**config.mk**
```make
export PLATFORM = sky130hd
export DESIGN_NAME = alu_reg_seq_flat
export DESIGN_NICKNAME = d
export VERILOG_FILES = /design/src/rtl/alu_reg_seq_if.sv /design/src/rtl/alu_reg_seq.sv /design/src/flat_wrapper.sv
export SDC_FILE = /design/constraint.sdc
export NUM_CORES = 1
export LEC_CHECK = 0
export ABC_AREA = 1
export BUFFER_PORTS_ARGS = -buffer_cell sky130_fd_sc_hd__buf_4
export CAP_MARGIN = 20
export CORE_ASPECT_RATIO = 1.1
export CORE_UTILIZATION = 56
export CTS_CLUSTER_SIZE = 28
export DETAILED_ROUTE_END_ITERATION = 8
export PLACE_DENSITY = 0.92
export SLEW_MARGIN = 20
export SYNTH_ARGS = -nofsm -noshare
export SYNTH_HDL_FRONTEND = slang
export SYNTH_SLANG_ARGS = --single-unit
```
**constraint.sdc**
```tcl
create_clock -name Clock -period 2.75 [get_ports Clock]
set_input_delay 0.55 -clock Clock [delete_from_list [all_inputs] [get_ports Clock]]
set_output_delay 0.55 -clock Clock [all_outputs]
set_load 0.005 [all_outputs]
```
**src/rtl/alu_reg_seq_if.sv**
```systemverilog
// Bus interface for alu_reg_seq: operand/function/request in, status/result out.
// Handshake: a request is accepted on a rising edge where Start=1 and Busy=0;
// Start while Busy=1 is dropped (no queueing); Done pulses for the single
// cycle after ALUout takes a new value and is never high together with Busy.
// dbg_run mirrors the multiplier FSM state (1 = RUN) for observation only.
interface alu_reg_seq_if #(
  parameter int W = 4
);
  logic [W-1:0]   Data;
  logic [2:0]     Function;
  logic           Start;
  logic           Busy;
  logic           Done;
  logic [2*W-1:0] ALUout;
  logic           dbg_run;

  modport master (
    output Data, Function, Start,
    input  Busy, Done, ALUout, dbg_run
  );

  modport slave (
    input  Data, Function, Start,
    output Busy, Done, ALUout, dbg_run
  );
endinterface

```
**src/rtl/alu_reg_seq.sv**
```systemverilog
// alu_reg_seq: registered ALU with a 2W-bit accumulator. Operand A is Data,
// operand B is the low half of the result register, so results chain.
// Optional macro ALU_MUL_EN builds the multi-cycle shift-add multiplier for
// Function 110; without it, 110 is a single-cycle op that writes zero.
module alu_reg_seq #(
  parameter int W = 4
) (
  input logic         Clock,
  input logic         Reset_b,
  alu_reg_seq_if.slave bus
);

  localparam logic [2:0] FN_ADD  = 3'b000;
  localparam logic [2:0] FN_SUB  = 3'b001;
  localparam logic [2:0] FN_SEXT = 3'b010;
  localparam logic [2:0] FN_ROR  = 3'b011;
  localparam logic [2:0] FN_RAND = 3'b100;
  localparam logic [2:0] FN_CAT  = 3'b101;
  localparam logic [2:0] FN_MUL  = 3'b110;
  localparam logic [2:0] FN_HOLD = 3'b111;

  logic [2*W-1:0] alu_q, alu_d;
  logic           done_q, done_d;

  logic [W-1:0]   op_a;
  logic [W-1:0]   op_b;
  logic           busy;
  logic           accept;
  logic           mul_go;
  logic           mul_last;
  logic [2*W-1:0] mul_result;
  logic           run_dbg;
  logic [2*W-1:0] sc_result;
  logic [W:0]     sum_w1;
  logic [W:0]     diff_w1;

  assign op_a   = bus.Data;
  assign op_b   = alu_q[W-1:0];
  assign accept = bus.Start && !busy;

  // W+1-bit add/sub so carry/borrow is never lost.
  assign sum_w1  = {1'b0, op_a} + {1'b0, op_b};
  assign diff_w1 = {1'b0, op_a} - {1'b0, op_b};

`ifdef ALU_MUL_EN
  localparam int CW = $clog2(W + 1);

  typedef enum logic {
    S_IDLE = 1'b0,
    S_RUN  = 1'b1
  } mul_state_e;

  mul_state_e     state_q, state_d;
  logic [2*W-1:0] mcand_q;
  logic [W-1:0]   mplier_q;
  logic [2*W-1:0] prod_q;
  logic [CW-1:0]  cnt_q;

  assign mul_go = accept && (bus.Function == FN_MUL);

  // Multiplier state register.
  always_ff @(posedge Clock) begin
    if (!Reset_b) state_q <= S_IDLE;
    else          state_q <= state_d;
  end

  // Multiplier next state: RUN lasts exactly W edges.
  always_comb begin
    state_d = state_q;
    case (state_q)
      S_IDLE:  if (mul_go) state_d = S_RUN;
      S_RUN:   if (cnt_q == CW'(1)) state_d = S_IDLE;
      default: state_d = S_IDLE;
    endcase
  end

  // Multiplier outputs: Busy in RUN, last step flagged when count reaches 1.
  always_comb begin
    busy     = 1'b0;
    mul_last = 1'b0;
    run_dbg  = 1'b0;
    case (state_q)
      S_RUN: begin
        busy     = 1'b1;
        mul_last = (cnt_q == CW'(1));
        run_dbg  = 1'b1;
      end
      default: ;
    endcase
  end

  // Partial product including this step's conditional add.
  assign mul_result = mplier_q[0] ? (prod_q + mcand_q) : prod_q;

  // Shift-add datapath: operands latched at accept so Data/Function may move.
  always_ff @(posedge Clock) begin
    if (!Reset_b) begin
      mcand_q  <= '0;
      mplier_q <= '0;
      prod_q   <= '0;
      cnt_q    <= '0;
    end else if (mul_go) begin
      mcand_q  <= {{W{1'b0}}, op_a};
      mplier_q <= op_b;
      prod_q   <= '0;
      cnt_q    <= CW'(W);
    end else if (state_q == S_RUN) begin
      prod_q   <= mul_result;
      mcand_q  <= mcand_q << 1;
      mplier_q <= mplier_q >> 1;
      cnt_q    <= cnt_q - CW'(1);
    end
  end
`else
  assign busy       = 1'b0;
  assign mul_go     = 1'b0;
  assign mul_last   = 1'b0;
  assign mul_result = '0;
  assign run_dbg    = 1'b0;
`endif

  // Single-cycle result; FN_MUL here only matters when no multiplier is built.
  always_comb begin
    sc_result = alu_q;
    case (bus.Function)
      FN_ADD:  sc_result = {{(W-1){1'b0}}, sum_w1};
      FN_SUB:  sc_result = {{(W-1){diff_w1[W]}}, diff_w1};
      FN_SEXT: sc_result = {{W{op_a[W-1]}}, op_a};
      FN_ROR:  sc_result = {{(2*W-1){1'b0}}, |{op_a, op_b}};
      FN_RAND: sc_result = {{(2*W-1){1'b0}}, &{op_a, op_b}};
      FN_CAT:  sc_result = {op_a, op_b};
      FN_MUL:  sc_result = '0;
      FN_HOLD: sc_result = alu_q;
      default: sc_result = alu_q;
    endcase
  end

  // Result/Done next state: single-cycle ops at accept, product at last step.
  always_comb begin
    alu_d  = alu_q;
    done_d = 1'b0;
    if (accept && !mul_go) begin
      alu_d  = sc_result;
      done_d = 1'b1;
    end
    if (mul_last) begin
      alu_d  = mul_result;
      done_d = 1'b1;
    end
  end

  // Result and Done registers; reset overrides any in-flight multiply.
  always_ff @(posedge Clock) begin
    if (!Reset_b) begin
      alu_q  <= '0;
      done_q <= 1'b0;
    end else begin
      alu_q  <= alu_d;
      done_q <= done_d;
    end
  end

  assign bus.ALUout  = alu_q;
  assign bus.Done    = done_q;
  assign bus.Busy    = busy;
  assign bus.dbg_run = run_dbg;

endmodule

```
**src/flat_wrapper.sv**
```systemverilog
// flat-port wrapper written by rule: the top's interface ports become plain ports
module alu_reg_seq_flat 
#(
  parameter int W = 4
)
  (Clock, Reset_b, bus_Data, bus_Function, bus_Start, bus_Busy, bus_Done, bus_ALUout, bus_dbg_run);
  alu_reg_seq_if #(.W(W)) bus_i ();
  input logic Clock;
  input logic Reset_b;
  input wire logic [$bits(bus_i.Data)-1:0] bus_Data;
  input wire logic [$bits(bus_i.Function)-1:0] bus_Function;
  input wire logic [$bits(bus_i.Start)-1:0] bus_Start;
  output wire logic [$bits(bus_i.Busy)-1:0] bus_Busy;
  output wire logic [$bits(bus_i.Done)-1:0] bus_Done;
  output wire logic [$bits(bus_i.ALUout)-1:0] bus_ALUout;
  output wire logic [$bits(bus_i.dbg_run)-1:0] bus_dbg_run;
  assign bus_i.Data = bus_Data;
  assign bus_i.Function = bus_Function;
  assign bus_i.Start = bus_Start;
  assign bus_Busy = bus_i.Busy;
  assign bus_Done = bus_i.Done;
  assign bus_ALUout = bus_i.ALUout;
  assign bus_dbg_run = bus_i.dbg_run;
  alu_reg_seq #(.W(W)) u_core (.Clock(Clock), .Reset_b(Reset_b), .bus(bus_i));
endmodule
```
# Yosys cells after proc, flatten, opt, wreduce, memory -nomap -nowiden
# Cells that the tools add are included.
# classes
add_sub_neg	2
n_reduce_logical	5
bitwise	2
mux	2
eq_ne	7
# ops
cell	n
$pmux W8 S7	1
$eq A3 B3 Y1 const B	4
$reduce_and A8 Y1	1
$reduce_or A8 Y1	1
$eq A3 B2 Y1 const B	2
$add A4 B4 Y5	1
$sub A4 B4 Y5	1
$eq A3 B1 Y1 const B	1
$logic_not A3 Y1	1
$reduce_and A3 Y1	1
$not A1 Y1	2
$reduce_and A2 Y1	1
$mux W1	1
# word_totals
register_bits	9
in_bits	10
out_inout_bits	11
wordCells	21

# Depth between registers and ports, before layout
# logic_depth
ltp_word	3
ltp_mapped	11

# Worst setup path after synthesis
# OpenSTA, ideal clock, no wires.
# synth_timing
kind	in2reg
startpoint	input bus_Data[0]
endpoint	register u_core.alu_q[2] (netlist: u_core.bus.ALUout[2])
t_required_ns	2.641
setup_ns	0.109
arrival_ns	1.682
stages	9
path_buffers	0
slack_ns	0.960
cell_sequence	inv_1 -> ha_1 -> inv_1 -> fa_1 -> or2_2 -> nand3_1 -> o2111ai_1 -> nand2_1 -> inv_1
# synth_between
elab_chain_cells	2
elab_cells_between_ends	3
# synth_rtl
element	line	source
start, declared	flat_wrapper.sv:10	input wire logic [$bits(bus_i.Data)-1:0] bus_Data;
$sub A4 B4 Y5 or $add A4 B4 Y5 (tied branches)	alu_reg_seq.sv:43, alu_reg_seq.sv:42	
$pmux W8 S7 *	alu_reg_seq.sv:125	case (bus.Function)
end signal, assigned	alu_reg_seq.sv:158	alu_q <= alu_d;
end, declared	alu_reg_seq.sv:22	logic [2*W-1:0] alu_q, alu_d;
# Every way passes the cells marked *; elsewhere a longest branch is shown, timed or not.
# A chain may end at the register's enable or synchronous reset.

# Worst setup path after layout
# Ends and elaborated chain as after synthesis.

==> impl_metrics.ini <==
[synth]
yosys_register_bits = 9
synth.yosys.seq_area_share_pct = 20.7
post_synth.cell_area_avg_sq_um = 6.22
mappedNetlistArea_sq_um = 871
synthMuxAreaShare_pct = 0
synth_xor_area_share_pct = 1.01
synth-warning-count = 0
post_synth_and_or_nand_nor_area_fraction_pct = 37.9
adder_cell_share_of_the_synthesized_area_pct = 16.1
syn-instance-count = 140
synth_compound_gate_area_share_pct = 11.4
synth_top_family_by_area = simple AND/OR/NAND/NOR gates
synth.distinct_cells = 21

[timing]
holdWs_ns = 0.468
rsz0062_at_grt = no
timing.clock.skew_ns = 0.00565
finalCritPeriodShare_pct = 62.4
period_needed_ns = 1.72
setup_violations = 0
fmaxAchievable_mhz = 583
final_hold_viol_count = 0
slew_violations = 0
totalNegativeSetupSlack_ns = 0

[setup_path]
worstPathRequired_ns = 2.93
data_arrival_time_of_the_worst_path_ns = 1.89
sort_of_element_at_the_start_of_the_critical_path = input port
regToRegSetupSlack_ns = 1.03
critPathMaxFanout = 5
timing.critical_path.cells = buf_4 > inv_1 > ha_1 > inv_1 > fa_1 > or2_2 > nand3_1 > o2111ai_1 > nand2_1 > inv_1
worst_path_max_delay_cell = sky130_fd_sc_hd__fa_1
path_class = in2reg
crit_path_leading_delay_family = adder cells
cpPeakStageDelay_ns = 0.39
cp.buffers_inverters = 4
critical-path-top-cell-by-count = sky130_fd_sc_hd__inv_1
worst_setup_ep_type = register

[drt]
routed_wire_length_per_instance_um = 12.0
vias = 960
drc = 0
detailedRoute.firstPassIterationCount = 4
initialDrtViolationCount = 39
routed_wl_um = 2110
ant_nets = 0
routed_via_density = 5.45

[die]
initial_utilization_pct = 62.1
design.die.area_sq_um = 1720
die-height_um = 43.4
std_cell_rows = 14
die_w_um = 39.6
io-pin-count = 21
core-area_sq_um = 1400

[grt]
grt_start_max_net_pins = 9
first_global_vias = 777
antenna_found_initial = 0
first_pass_grt_wire_length_um = 3450
grt.total_usage_pct = 29.4
overflow = 0

[finish]
nets = 181
area.growth.synth_to_final_pct = 18.7
fin_area_sq_um = 1030
share_of_cells_above_drive_strength_1_pct = 16.9
n_antenna_cell = 0
layout.cells.most_common_list = sky130_fd_sc_hd__nand2_1 (35), sky130_fd_sc_hd__inv_1 (21), sky130_fd_sc_hd__nor2_1 (18), sky130_fd_sc_hd__buf_4 (18), sky130_fd_sc_hd__nand3_1 (17)
layout_commonest_cell = sky130_fd_sc_hd__nand2_1

[power_and_ir_drop]
share_of_power_burned_in_combinational_logic_pct = 34.4
leakage_uw = 0.000554
ir_worst_vdd_mv = 0.249
switching_part_of_the_total_power_pct = 36.2
power.sequential.fraction_pct = 37.5
p_sw_uw = 142
power.density_nw_per_um2 = 380
clock_power_share_pct = 28.1
internal-power_uw = 250

[clock_tree]
numCtsBuffers = 3
ctsHtreeMaxLevel = 1
post_cts.repair.setup_buffers = 0
clk_latency_ns = 0.27
max-clock-path-buffers = 2
ctsResizeCount = 0
cts_tree = built
tritoncts_num_sinks = 9
cts-hold-fix-buffers = 0
cts.reportedPaths.clkPinSlew_ns = 0.07
cts_root_buffer = sky130_fd_sc_hd__clkbuf_4

[min_path]
hold_class = reg2reg

[place]
port_buffers = 18
postPlaceCellArea_sq_um = 1010
post-dp-hpwl_um = 1660
gp_congestion = 0.947

[outcome]
run_status = finished clean

[run]
timing.max_cap.violations = 0
[power groups by stage]
stage	Clock [uW]	Sequential, uW	Combinational [uW]
after floorplan	0	150	85.9
after global routing	117	149	152
final	110	147	135
after global placement	0	150	129
after CTS	110	147	133
after detailed placement	0	150	131
[logic make-up (layout without fill, tap and decap cells)]
kind of cell / Yosys count / count (layout)
xor+xnor: 1 / 1
simple gates: 76 / 76
flops: 9 / 9
fa+ha+maj: 10 / 10
buf+inv: 26 / 45
other cells: 1 / 2
compound gates: 17 / 17
[final timing paths]
path / cells past startpoint / end / from
setup / recovery: 10 / u_core.bus.ALUout[2] / bus_Data[0]
hold / removal: 2 / u_core.bus.ALUout[6] / u_core.bus.ALUout[6]
setup reg to reg: 8 / u_core.bus.ALUout[2] / u_core.bus.ALUout[0]
hold reg to reg: 2 / u_core.bus.ALUout[6] / u_core.bus.ALUout[6]
[tightest hold or removal path: stages (launching register included)]
cell,delay (ns)
sky130_fd_sc_hd__dfxtp_1,0.31
sky130_fd_sc_hd__nand2_1,0.06
sky130_fd_sc_hd__a21oi_1,0.06
[per-stage QoR]
step,instances,worst slack [ns],power [uW],util [%]
after floorplan,141,0.960,235,-
after global placement,172,0.760,278,71.9
after detailed placement,172,0.737,281,71.9
after CTS,176,1.02,390,73.8
after global routing,176,0.839,418,73.8
final,176,1.03,392,73.8
[routing by layer]
layer	routed length [um]	GRT usage (%)	share of wire, %	up-vias
li1	-	-	-	485
met1	933	41.4	44	427
met2	969	44.9	46	43
met3	177	4.62	8.4	5
met4	29	10.3	1.4	0
met5	0	0	0	-
[state kept, by name, summed over array words and instances (netlist names)]
name and flops:
u_core.bus.ALUout 8, u_core.bus.Done 1
[cell type report]
type / count / area [sq um]
Multi-Input combinational cell: 106 / 586
Fill cell: 111 / 368
Sequential cell: 9 / 180
Timing Repair Buffer: 18 / 135
Inverter: 23 / 86.3
Clock buffer: 4 / 26.3
Tap cell: 16 / 20.0
[cells in the mapped netlist, drive strengths merged]
| master | number | share of area [%] |
|---|---|---|
| nand2 | 35 | 15 |
| inv | 23 | 9.9 |
| nand3 | 18 | 11 |
| nor2 | 18 | 7.8 |
| a21oi | 11 | 6.3 |
| dfxtp | 9 | 21 |
| ha | 8 | 11 |
| buf | 3 | 2.6 |
| o21ai | 3 | 2.2 |
| fa | 2 | 4.6 |
| nand4 | 2 | 1.4 |
| o2111ai | 2 | 2.0 |
| a22oi | 1 | 0.86 |
| conb | 1 | 0.43 |
| nand3b | 1 | 0.86 |
| nor3 | 1 | 1.1 |
| or2 | 1 | 0.72 |
| xor2 | 1 | 1.0 |
Note: power is estimated with default switching activity, not from simulation.
